### src/rtl/fpmad_addnorm_pkg.sv
// Shared single-precision definitions for the FMA add/normalize stage:
// the float_t layout, format constants, flag encodings and operand classifiers.
package fp_pkg;

  typedef struct packed {
    logic        sign;
    logic [7:0]  exp;
    logic [22:0] frac;
  } float_t;

  localparam int          FP_BIAS    = 127;
  localparam logic [7:0]  FP_EXP_MAX = 8'd255;
  localparam logic [31:0] FP_QNAN    = 32'h7FC0_0000;

  // o_flags bit positions: {invalid, overflow, underflow}
  localparam logic [2:0] FLAG_INVALID   = 3'b100;
  localparam logic [2:0] FLAG_OVERFLOW  = 3'b010;
  localparam logic [2:0] FLAG_UNDERFLOW = 3'b001;

  // Result decided by operand classes alone; carried beside the arithmetic path
  typedef struct packed {
    logic        hit;
    logic [31:0] res;
    logic [2:0]  flags;
  } special_t;

  // Denormals are flushed, so any zero exponent counts as zero
  function automatic logic is_zero(float_t f);
    return f.exp == 8'd0;
  endfunction

  function automatic logic is_inf(float_t f);
    return (f.exp == FP_EXP_MAX) && (f.frac == 23'd0);
  endfunction

  function automatic logic is_nan(float_t f);
    return (f.exp == FP_EXP_MAX) && (f.frac != 23'd0);
  endfunction

endpackage

### src/rtl/fpmad_addnorm_if.sv
// Operand/result bundle of fpmad_addnorm.
// Handshake: valid-only, no ready. A beat transfers on every rising clk edge
// where i_valid=1 (inputs) or o_valid=1 (outputs); the sink must always accept.
// o_res/o_flags hold their previous value whenever o_valid=0.
interface fpmad_addnorm_if;
  logic              i_valid;
  fp_pkg::float_t    i_p;
  fp_pkg::float_t    i_c;
  logic              o_valid;
  fp_pkg::float_t    o_res;
  logic [2:0]        o_flags;

  modport master (output i_valid, i_p, i_c, input o_valid, o_res, o_flags);
  modport slave  (input i_valid, i_p, i_c, output o_valid, o_res, o_flags);
endinterface

### src/rtl/fpmad_addnorm_lzc.sv
// fp_lzc28: combinational 28-bit leading-zero counter; all-zero input gives 28.
module fp_lzc28 (
  input  logic [27:0] a_i,
  output logic [4:0]  cnt_o
);

  // Scan upward so the highest set bit has the final say
  always_comb begin
    cnt_o = 5'd28;
    for (int i = 0; i < 28; i++) begin
      if (a_i[i]) cnt_o = 5'(27 - i);
    end
  end

endmodule

### src/rtl/fpmad_addnorm.sv
// fpmad_addnorm: align / add / normalize-round-pack, 3 register stages.
// Build option: define FPMAD_RNE_EN for round-to-nearest-even, otherwise the
// result is truncated (round toward zero). Latency is the same either way.
module fpmad_addnorm
  import fp_pkg::*;
(
  input  logic          clk,
  input  logic          rst,
  fpmad_addnorm_if.slave bus
);

`ifdef FPMAD_RNE_EN
  localparam logic RNE_EN = 1'b1;
`else
  localparam logic RNE_EN = 1'b0;
`endif

  float_t      p, c;
  logic [23:0] sig_p, sig_c, sig_a, sig_b;
  logic        swap, sign_a, eff_sub;
  logic [7:0]  exp_a, exp_b, exp_diff;
  logic [26:0] b_full, b_shift, b_lost, sig_a27, sig_b27;
  special_t    spec_d;

  assign p     = bus.i_p;
  assign c     = bus.i_c;
  assign sig_p = {~is_zero(p), p.frac};
  assign sig_c = {~is_zero(c), c.frac};

  // S1: put the larger operand in A and shift B right, folding lost bits into S
  always_comb begin
    swap     = (c.exp > p.exp) || ((c.exp == p.exp) && (sig_c > sig_p));
    sign_a   = swap ? c.sign : p.sign;
    exp_a    = swap ? c.exp  : p.exp;
    exp_b    = swap ? p.exp  : c.exp;
    sig_a    = swap ? sig_c  : sig_p;
    sig_b    = swap ? sig_p  : sig_c;
    eff_sub  = p.sign ^ c.sign;
    exp_diff = exp_a - exp_b;
    sig_a27  = {sig_a, 3'b000};
    b_full   = {sig_b, 3'b000};
    b_shift  = b_full >> exp_diff;
    b_lost   = b_full & ~(27'h7FF_FFFF << exp_diff);
    if (exp_diff >= 8'd27) sig_b27 = {26'd0, |sig_b};
    else                   sig_b27 = {b_shift[26:1], b_shift[0] | (|b_lost)};
  end

  // S1: NaN/inf/zero cases that bypass the arithmetic result
  always_comb begin
    spec_d = '0;
    if (is_nan(p) || is_nan(c) || (is_inf(p) && is_inf(c) && (p.sign != c.sign))) begin
      spec_d = '{hit: 1'b1, res: FP_QNAN, flags: FLAG_INVALID};
    end else if (is_inf(p)) begin
      spec_d = '{hit: 1'b1, res: p, flags: 3'b000};
    end else if (is_inf(c)) begin
      spec_d = '{hit: 1'b1, res: c, flags: 3'b000};
    end else if (is_zero(p) && is_zero(c)) begin
      spec_d = '{hit: 1'b1, res: {p.sign & c.sign, 31'd0}, flags: 3'b000};
    end else if (is_zero(p)) begin
      spec_d = '{hit: 1'b1, res: c, flags: 3'b000};
    end else if (is_zero(c)) begin
      spec_d = '{hit: 1'b1, res: p, flags: 3'b000};
    end
  end

  logic        s1_valid_q, s1_sign_q, s1_sub_q;
  logic [7:0]  s1_exp_q;
  logic [26:0] s1_siga_q, s1_sigb_q;
  special_t    s1_spec_q;

  // S1 register: valid always advances, payload loads only on a valid beat
  always_ff @(posedge clk or negedge rst) begin
    if (!rst) begin
      s1_valid_q <= 1'b0;
      s1_sign_q  <= 1'b0;
      s1_sub_q   <= 1'b0;
      s1_exp_q   <= '0;
      s1_siga_q  <= '0;
      s1_sigb_q  <= '0;
      s1_spec_q  <= '0;
    end else begin
      s1_valid_q <= bus.i_valid;
      if (bus.i_valid) begin
        s1_sign_q <= sign_a;
        s1_sub_q  <= eff_sub;
        s1_exp_q  <= exp_a;
        s1_siga_q <= sig_a27;
        s1_sigb_q <= sig_b27;
        s1_spec_q <= spec_d;
      end
    end
  end

  logic [27:0]        sum_d;
  logic               s2_valid_q, s2_sign_q;
  logic signed [9:0]  s2_exp_q;
  logic [27:0]        s2_sum_q;
  special_t           s2_spec_q;

  // S2: A >= B after the swap, so the subtract never goes negative
  always_comb begin
    sum_d = s1_sub_q ? ({1'b0, s1_siga_q} - {1'b0, s1_sigb_q})
                     : ({1'b0, s1_siga_q} + {1'b0, s1_sigb_q});
  end

  // S2 register
  always_ff @(posedge clk or negedge rst) begin
    if (!rst) begin
      s2_valid_q <= 1'b0;
      s2_sign_q  <= 1'b0;
      s2_exp_q   <= '0;
      s2_sum_q   <= '0;
      s2_spec_q  <= '0;
    end else begin
      s2_valid_q <= s1_valid_q;
      if (s1_valid_q) begin
        s2_sign_q <= s1_sign_q;
        s2_exp_q  <= $signed({2'b00, s1_exp_q});
        s2_sum_q  <= sum_d;
        s2_spec_q <= s1_spec_q;
      end
    end
  end

  logic [4:0]        lzc;
  logic [27:0]       norm;
  logic [26:0]       n27;
  logic              round_inc;
  logic [24:0]       mant25;
  logic [22:0]       frac_r;
  logic signed [9:0] exp_n, exp_r;
  logic [31:0]       res_d;
  logic [2:0]        flags_d;

  fp_lzc28 u_lzc (.a_i(s2_sum_q), .cnt_o(lzc));

  // S3: the hidden bit sits at sum[26]; shifting left by lzc puts the leading
  // one at bit 27 (lzc=0 on carry-out), so exp = expA + 1 - lzc covers both cases
  always_comb begin
    norm      = s2_sum_q << lzc;
    n27       = {norm[27:2], norm[1] | norm[0]};
    exp_n     = s2_exp_q + 10'sd1 - $signed({5'd0, lzc});
    round_inc = RNE_EN & n27[2] & (n27[1] | n27[0] | n27[3]);
    mant25    = {1'b0, n27[26:3]} + {24'd0, round_inc};
    frac_r    = mant25[24] ? mant25[23:1] : mant25[22:0];
    exp_r     = mant25[24] ? exp_n + 10'sd1 : exp_n;
    res_d     = {s2_sign_q, exp_r[7:0], frac_r};
    flags_d   = 3'b000;
    if (s2_spec_q.hit) begin
      res_d   = s2_spec_q.res;
      flags_d = s2_spec_q.flags;
    end else if (s2_sum_q == 28'd0) begin
      res_d   = 32'd0;
    end else if (exp_r >= 10'sd255) begin
      res_d   = {s2_sign_q, FP_EXP_MAX, 23'd0};
      flags_d = FLAG_OVERFLOW;
    end else if (exp_r <= 10'sd0) begin
      res_d   = {s2_sign_q, 31'd0};
      flags_d = FLAG_UNDERFLOW;
    end
  end

  logic        o_valid_q;
  logic [31:0] o_res_q;
  logic [2:0]  o_flags_q;

  // Output register: result and flags hold while no new beat arrives
  always_ff @(posedge clk or negedge rst) begin
    if (!rst) begin
      o_valid_q <= 1'b0;
      o_res_q   <= '0;
      o_flags_q <= '0;
    end else begin
      o_valid_q <= s2_valid_q;
      if (s2_valid_q) begin
        o_res_q   <= res_d;
        o_flags_q <= flags_d;
      end
    end
  end

  assign bus.o_valid = o_valid_q;
  assign bus.o_res   = o_res_q;
  assign bus.o_flags = o_flags_q;

endmodule

### src/flat_wrapper.sv
// flat-port wrapper written by rule: the top's interface ports become plain ports
module fpmad_addnorm_flat import fp_pkg::*;
  (clk, rst, bus_i_valid, bus_i_p, bus_i_c, bus_o_valid, bus_o_res, bus_o_flags);
  fpmad_addnorm_if bus_i ();
  input  logic clk;
  input  logic rst;
  input wire logic [$bits(bus_i.i_valid)-1:0] bus_i_valid;
  input wire logic [$bits(bus_i.i_p)-1:0] bus_i_p;
  input wire logic [$bits(bus_i.i_c)-1:0] bus_i_c;
  output wire logic [$bits(bus_i.o_valid)-1:0] bus_o_valid;
  output wire logic [$bits(bus_i.o_res)-1:0] bus_o_res;
  output wire logic [$bits(bus_i.o_flags)-1:0] bus_o_flags;
  assign bus_i.i_valid = bus_i_valid;
  assign bus_i.i_p = bus_i_p;
  assign bus_i.i_c = bus_i_c;
  assign bus_o_valid = bus_i.o_valid;
  assign bus_o_res = bus_i.o_res;
  assign bus_o_flags = bus_i.o_flags;
  fpmad_addnorm u_core (.clk(clk), .rst(rst), .bus(bus_i));
endmodule
### config.mk
export PLATFORM = sky130hd
export DESIGN_NAME = fpmad_addnorm_flat
export DESIGN_NICKNAME = d
export VERILOG_FILES = /design/src/rtl/fpmad_addnorm_pkg.sv /design/src/rtl/fpmad_addnorm_if.sv /design/src/rtl/fpmad_addnorm_lzc.sv /design/src/rtl/fpmad_addnorm.sv /design/src/flat_wrapper.sv
export SDC_FILE = /design/constraint.sdc
export NUM_CORES = 1
export LEC_CHECK = 0
export CORE_UTILIZATION = 35
export CTS_BUF_LIST = sky130_fd_sc_hd__clkbuf_8
export DETAILED_ROUTE_END_ITERATION = 7
export SETUP_SLACK_MARGIN = 0.1
export SKIP_LAST_GASP = 1
export SYNTH_ARGS = -nofsm -noshare
export SYNTH_HDL_FRONTEND = slang
export SYNTH_SLANG_ARGS = --single-unit
### constraint.sdc
create_clock -name clk -period 5.4 [get_ports clk]
set_clock_uncertainty 0.05 [all_clocks]
set_input_delay 0.54 -clock clk [delete_from_list [all_inputs] [get_ports clk]]
set_output_delay 0.54 -clock clk [all_outputs]
set_load 0.02 [all_outputs]
### Yosys cells after proc, flatten, opt, wreduce, memory -nomap -nowiden

Cells that the tools add are included.

| storage, ports and cells | value |
|---|---|
| register bits after elaboration | 208 |
| logic and storage cells | 112 |
| output and inout bits | 36 |

| operators by class | value |
|---|---|
| reductions and logical operators | 20 |
| mux-type cells | 49 |
| shift-type cells | 3 |
| eq/ne operators | 4 |
| add/sub/neg operators | 5 |
| bitwise operators | 7 |
| order comparisons | 5 |

Operators by type and width:

| operator | number |
|---|---|
| 36-bit 2-to-1 mux | 6 |
| 5-bit 2-to-1 mux | 27 |
| 32-bit 2-to-1 mux | 2 |
| 31-bit 2-to-1 mux | 2 |
| 24-bit 2-to-1 mux | 2 |
| 23-bit logical NOT | 2 |
| 23-bit nonzero test | 2 |
| 27-bit by 27-bit adder with 28-bit output | 1 |
| 28-bit logical NOT | 1 |
| 28-bit 2-to-1 mux | 1 |
| 28-bit by 5-bit << shifter with 27-bit output | 1 |
| 27-bit by 27-bit subtractor with 28-bit output | 1 |
| 27-bit AND | 1 |
| 27-bit 2-to-1 mux | 1 |
| 27-bit inverter | 1 |
| 27-bit OR reduction | 1 |
| 27-bit by 8-bit << shifter with 27-bit output, first input constant | 1 |
| 27-bit by 8-bit >> shifter with 27-bit output | 1 |
| 24-bit greater-than comparator | 1 |
| 24-bit OR reduction | 1 |
| 8-bit == test, second input constant | 2 |
| 8-bit logical NOT | 2 |
| 8-bit 2-to-1 mux | 2 |
| 3-bit 2-to-1 mux | 4 |
| 16 further kinds | 27 |

### Logic depth before layout (Yosys ltp)

| logic depth | value |
|---|---|
| depth in word-level cells | 34 |
| gate-level depth with buffers | 28 |

### Modules after synthesis

From an unflattened synthesis, not the netlist that was laid out.

| unflattened totals | value |
|---|---|
| cells, all modules | 1954 |
| area total of the unflattened synthesis | 16075.4 µm² |

Modules (own cells, without submodules):

| module | cells an instance | area an instance (µm²) | sequential area each (µm²) | times used |
|---|---|---|---|---|
| fpmad_addnorm | 1894 | 15738.8 | 5104.9 | 1 |
| fp_lzc28 | 60 | 336.6 | 0.0 | 1 |

### Least setup slack after synthesis

No wires, ideal clock.

| timing path | value |
|---|---|
| kind | input to register |
| from | input port bus_i_c[28] |
| to | register u_core.s1_sigb_q[2] |
| cell stages on the path | 23 |
| data arrival time | 5689 ps |
| setup time | 122 ps |
| setup slack | -461 ps |
| cell sequence | clkbuf_1 nor4_1 nand2_1 inv_1 ha_1 nand4b_1 or2_2 a2111oi_2 o211a_1 buf_6 clkbuf_1 buf_1 clkbuf_1 nand2_1 o21a_1 ha_1 inv_1 clkbuf_1 clkbuf_1 a21oi_1 a21oi_1 nand2_1 a32o_1 |

| between the ends | value |
|---|---|
| cells in the longest elaborated chain, start to end | 9 |
| elaborated cells on any way between the ends | 14 |

RTL lines:

| what | RTL line | text |
|---|---|---|
| start, declared | flat_wrapper.sv:9 | `input wire logic [$bits(bus_i.i_c)-1:0] bus_i_c;` |
| 8-bit logical NOT | fpmad_addnorm_pkg.sv:29 | `return f.exp == 8'd0;` |
| 1-bit inverter | fpmad_addnorm.sv:28 | `assign sig_c = {~is_zero(c), c.frac};` |
| 24-bit greater-than comparator | fpmad_addnorm.sv:32 | `swap = (c.exp > p.exp) \|\| ((c.exp == p.exp) && (sig_c > sig_p));` |
| 1-bit logical AND | fpmad_addnorm.sv:32 |  |
| 1-bit logical OR | fpmad_addnorm.sv:32 |  |
| 8-bit 2-to-1 mux, on equally long branches | fpmad_addnorm.sv:34, fpmad_addnorm.sv:35 |  |
| 8-bit subtractor | fpmad_addnorm.sv:39 | `exp_diff = exp_a - exp_b;` |
| 27-bit by 8-bit >> shifter with 27-bit output / 8-bit by 5-bit >= comparator with 1-bit output (equally long branches) | fpmad_addnorm.sv:42, fpmad_addnorm.sv:44 |  |
| 27-bit 2-to-1 mux * | fpmad_addnorm.sv:44 | `if (exp_diff >= 8'd27) sig_b27 = {26'd0, \|sig_b};` |
| end signal, assigned | fpmad_addnorm.sv:88 | `s1_sigb_q <= sig_b27;` |
| end, declared | fpmad_addnorm.sv:68 | `logic [26:0] s1_siga_q, s1_sigb_q;` |

Every way passes the cells marked *; elsewhere a longest branch is shown, timed or not.
A chain may end at the register's enable or synchronous reset.

### Final worst setup path

| timing path | value |
|---|---|
| from | input port bus_i_p[25] |
| to | register u_core.s1_sigb_q[0] |

| between the ends | value |
|---|---|
| cells in the longest elaborated chain, start to end | 13 |
| elaborated cells on any way between the ends | 20 |

RTL lines:

| what | RTL line | text |
|---|---|---|
| start, declared | flat_wrapper.sv:8 | `input wire logic [$bits(bus_i.i_p)-1:0] bus_i_p;` |
| 8-bit logical NOT | fpmad_addnorm_pkg.sv:29 |  |
| 1-bit inverter | fpmad_addnorm.sv:27 | `assign sig_p = {~is_zero(p), p.frac};` |
| 24-bit greater-than comparator | fpmad_addnorm.sv:32 |  |
| 1-bit logical AND | fpmad_addnorm.sv:32 |  |
| 1-bit logical OR | fpmad_addnorm.sv:32 |  |
| 8-bit 2-to-1 mux, on equally long branches | fpmad_addnorm.sv:34, fpmad_addnorm.sv:35 |  |
| 8-bit subtractor | fpmad_addnorm.sv:39 |  |
| 27-bit by 8-bit << shifter with 27-bit output | fpmad_addnorm.sv:43 | `b_lost = b_full & ~(27'h7FF_FFFF << exp_diff);` |
| 27-bit inverter | fpmad_addnorm.sv:43 |  |
| 27-bit AND | fpmad_addnorm.sv:43 |  |
| 27-bit OR reduction | fpmad_addnorm.sv:45 | `else sig_b27 = {b_shift[26:1], b_shift[0] \| (\|b_lost)};` |
| 1-bit OR | fpmad_addnorm.sv:45 |  |
| 27-bit 2-to-1 mux * | fpmad_addnorm.sv:44 |  |

Marked as above.

==> flow_metrics.env <==
export IMPL_die_area_mm2=0.0468
export IMPL_tightest_slew_ns=0.995
export IMPL_path_cells="clkdlybuf4s50_1 -> nor4_1 -> nand2_1 -> inv_1 -> ha_1 -> nand4b_1 -> or2_2 -> o22ai_1 -> a2111o_1 -> o211a_4 -> nand2_1 -> o21a_1 -> ha_1 -> inv_1 -> o211a_4 -> xor2_4 -> buf_12 -> mux2i_1 -> nand2_1 -> a311oi_1 -> o22a_1 -> a41oi_1"
export IMPL_clkPwrFrac_pct=21.4
export IMPL_rows=78
export IMPL_clockBufferDepth=3
export IMPL_final_core_util_pct=43.1
export IMPL_synthFlopType="dfrtp_1"
export IMPL_grt_pass1_vias=15000
export IMPL_hold_class="input pin to flop"
export IMPL_cts_tree="yes"
export IMPL_drt_iter0_drc=1232
export IMPL_wl_per_cell_um=21.0
export IMPL_num_io_pins=103
export IMPL_ys_ff_latch=204
export IMPL_crit_path_end_kind="flop"
export IMPL_yosys_area_top_type="dfrtp_1"
export IMPL_fillers=4594
export IMPL_cp_max_fo=24
export IMPL_swShare_pct=42.1
export IMPL_power_leakage_uw=0.00857
export IMPL_wirelength_mm=57.2
export IMPL_setup_viol=0
export IMPL_seq_area_frac_synth_pct=31.8
export IMPL_busiest_layer="met2"
export IMPL_grtUsageTotal_pct=24.3
export IMPL_die_x_um=216
export IMPL_avgSynthCellArea_um2=8.42
export IMPL_dp_cells=2658
export IMPL_use_met3_pct=5.22
export IMPL_core_mm2=0.0453
export IMPL_outcome="complete, no violations"
export IMPL_synthesis_area_mm2=0.0161
export IMPL_synth_edf_count=0
export IMPL_startpoint_type="input pin"
export IMPL_rsz0062_at_grt="no"
export IMPL_fin_crit_ns=4.93
export IMPL_syn_nets=2067
export IMPL_max_freq_mhz=203
export IMPL_crit_type="input pin to flop"
export IMPL_arrival_ns=5.29
export IMPL_holdWs_ns=0.368
export IMPL_path_clk_slew_ns=0.07
export IMPL_combPwrFrac_pct=50.0
export IMPL_maxCapViolCount=0
export IMPL_slew_headroom_pct=33.1
export IMPL_clock_insertion_delay_worst_skew_ns=0.58
export IMPL_fp_dieH_um=216
export IMPL_firstDrtPassIters=6
export IMPL_drive_gt1_share_pct=15.4
export IMPL_area_growth_syn_to_layout_pct=21.5
export IMPL_crit_top_cell="nand2_1"
export IMPL_place_gp_congestion=1.07
export IMPL_grt_antenna_before_repair=2
export IMPL_power_density_mw_per_mm2=369
export IMPL_cts_htree_levels=2
export IMPL_p_int_uw=4170
export IMPL_worstPathRequired_ns=5.75
export IMPL_io_buffers=102
export IMPL_p_seq_share_pct=28.6
export IMPL_slew_viol_final=0
export IMPL_ys_async_sr_fraction_pct=100
export IMPL_synthTopCellsByCount="204 x dfrtp_1, 203 x nor2_1, 192 x a21oi_1, 167 x nand2_1, 126 x mux2i_1"
export IMPL_crit_slowest_cell="clkdlybuf4s50_1"
export IMPL_synth_cell_types=97
export IMPL_grt_max_degree=104
export IMPL_vias=15500
export IMPL_overflow=0
export IMPL_p_switching_uw=3030
export IMPL_antenna_left=0
export IMPL_cts_buffers=36
export IMPL_grt_met1_usage_pct=34.1
export IMPL_synth_top_cells_by_area="dfrtp_1 32%, mux2i_1 7.9%, ha_1 7.1%"
export IMPL_grtUsageMet2_pct=35.6
export IMPL_fin_nets=2258
export IMPL_instances_no_fill=2724
export IMPL_yosysMostFrequentCell="dfrtp_1"
export IMPL_clockRootBuffer="clkbuf_8"
export IMPL_via_per_inst=5.68
export IMPL_finalCritPeriodShare_pct=91.3
export IMPL_setup_ws_ns=0.468
export IMPL_start_util_pct=35.5
export IMPL_synth_top_area_share_pct=31.8
export IMPL_ys_warn_count=0
export IMPL_grt_pass1_wl_mm=88.2
export IMPL_finalHoldViolCount=0
export IMPL_cts_sinks=204
export IMPL_slowest_delay_ns=0.45
export IMPL_syn_inst=1907
export IMPL_drc=0
export IMPL_post_place_ws_ns=-0.0964
export IMPL_hpwl_mm=45.1
export IMPL_ir_worst_vdd_mv=0.209
-- cells in the final DEF (no fill, tap or decap), types with 20 or more instances in the layout --
master           synthesis  final
a211oi_1                25     25
nand3_1                 49     49
o22ai_1                 28     28
mux2i_1                126    126
inv_1                  104    113
nor3_1                  40     40
mux2_2                  65     65
xnor2_1                 30     30
a31oi_1                 20     20
buf_4                    4    153
dfrtp_1                204    202
ha_1                    91     91
a21oi_1                192    192
nand2_1                167    167
a22oi_1                 34     34
clkbuf_8                 0     48
nor4_1                  23     22
clkdlybuf4s50_1          0    100
o2bb2ai_1               24     24
o21ai_0                 89     87
nor2_1                 203    201
-- worst max-delay path, delay by kind of cell --
kind,cells,cell delay [ns]
xor+xnor,1,0.26
compound gates,8,1.60
mux,1,0.34
buf+inv,4,0.83
fa+ha+maj,2,0.41
simple gates,6,1.30
-- path summary, 6_finish.rpt --
path | startpoint | to | slack (ns) | depth (start not counted)
max | bus_i_p[25] | u_core.s1_sigb_q[0] | 0.47 | 22
min | bus_i_valid | u_core.s1_valid_q | 0.37 | 1
max reg2reg | u_core.s2_sum_q[0] | u_core.bus.o_res[3] | 0.60 | 22
min reg2reg | u_core.bus.o_res[5] | u_core.bus.o_res[5] | 0.43 | 1
max in group asynchronous | rst | u_core.s1_sigb_q[22] | 3.72 | 3
min in group asynchronous | rst | u_core.bus.o_res[22] | 0.53 | 2
-- final cells by class --
class	instances	area [um2]	area share, %
Sequential cell	204	5110	26.2
Timing Repair Buffer	263	2330	12.0
Antenna cell	1	2.50	0.0128
Clock inverter	16	130	0.667
Multi-Input combinational cell	1486	10100	52.0
Inverter	107	402	2.06
Tap cell	600	751	3.85
Clock buffer	47	647	3.32
-- what timing repair did --
item | CTS | global route
endpoints found under the setup margin | 0 | 18
setup buffers | 0 | 1
resized for setup | 0 | 4
endpoints found under the hold margin | 1 | 0
hold buffers | 1 | 0
-- per-stage QoR --
stage	area (um2)	TNS (ns)	total power (uW)
2_1_floorplan	16100	0	4280
3_3_place_gp	18700	-0.154	5620
3_5_place_dp	18700	-0.170	5640
4_1_cts	19500	0	7220
5_1_grt	19500	0	7660
6_report	19500	0	7200
-- power groups by stage --
stage	Sequential, uW	Clock (uW)	Combinational (uW)
2_1_floorplan	2110	0	2160
3_3_place_gp	2070	0	3540
3_5_place_dp	2080	0	3560
4_1_cts	2060	1590	3570
5_1_grt	2100	1660	3910
6_report	2060	1540	3600
-- flip-flops by register name, summed over array words and instances (netlist names), 3 cells and up --
name,cells
u_core.s2_exp_q,8
u_core.s2_spec_q,34
u_core.bus.o_res,32
u_core.s2_sum_q,28
u_core.bus.o_flags,3
u_core.s1_sigb_q,27
u_core.s1_exp_q,8
u_core.s1_spec_q,34
u_core.s1_siga_q,24
-- layer usage --
layer / routed length (um) / part of all wire (%) / vias up
met4: 2410 / 4.2 / 2
li1: - / - / 7359
met2: 24000 / 42 / 614
met1: 26500 / 46 / 7371
met5: 13 / 0.023 / -
met3: 4320 / 7.5 / 123
-- logic make-up (layout without fill, tap and decap cells) --
| logic type | after synthesis | after routing | share of synthesized area (%) |
|---|---|---|---|
| compound gates | 564 | 564 | 22.9 |
| xor+xnor | 41 | 41 | 2.45 |
| fa+ha+maj | 93 | 93 | 7.34 |
| buf+inv | 217 | 433 | 5.48 |
| flops | 204 | 204 | 31.8 |
| mux | 196 | 196 | 13.0 |
| other cells | 0 | 1 | 0 |
| simple gates | 592 | 592 | 17.0 |
Power figures use the tool's default switching activity.
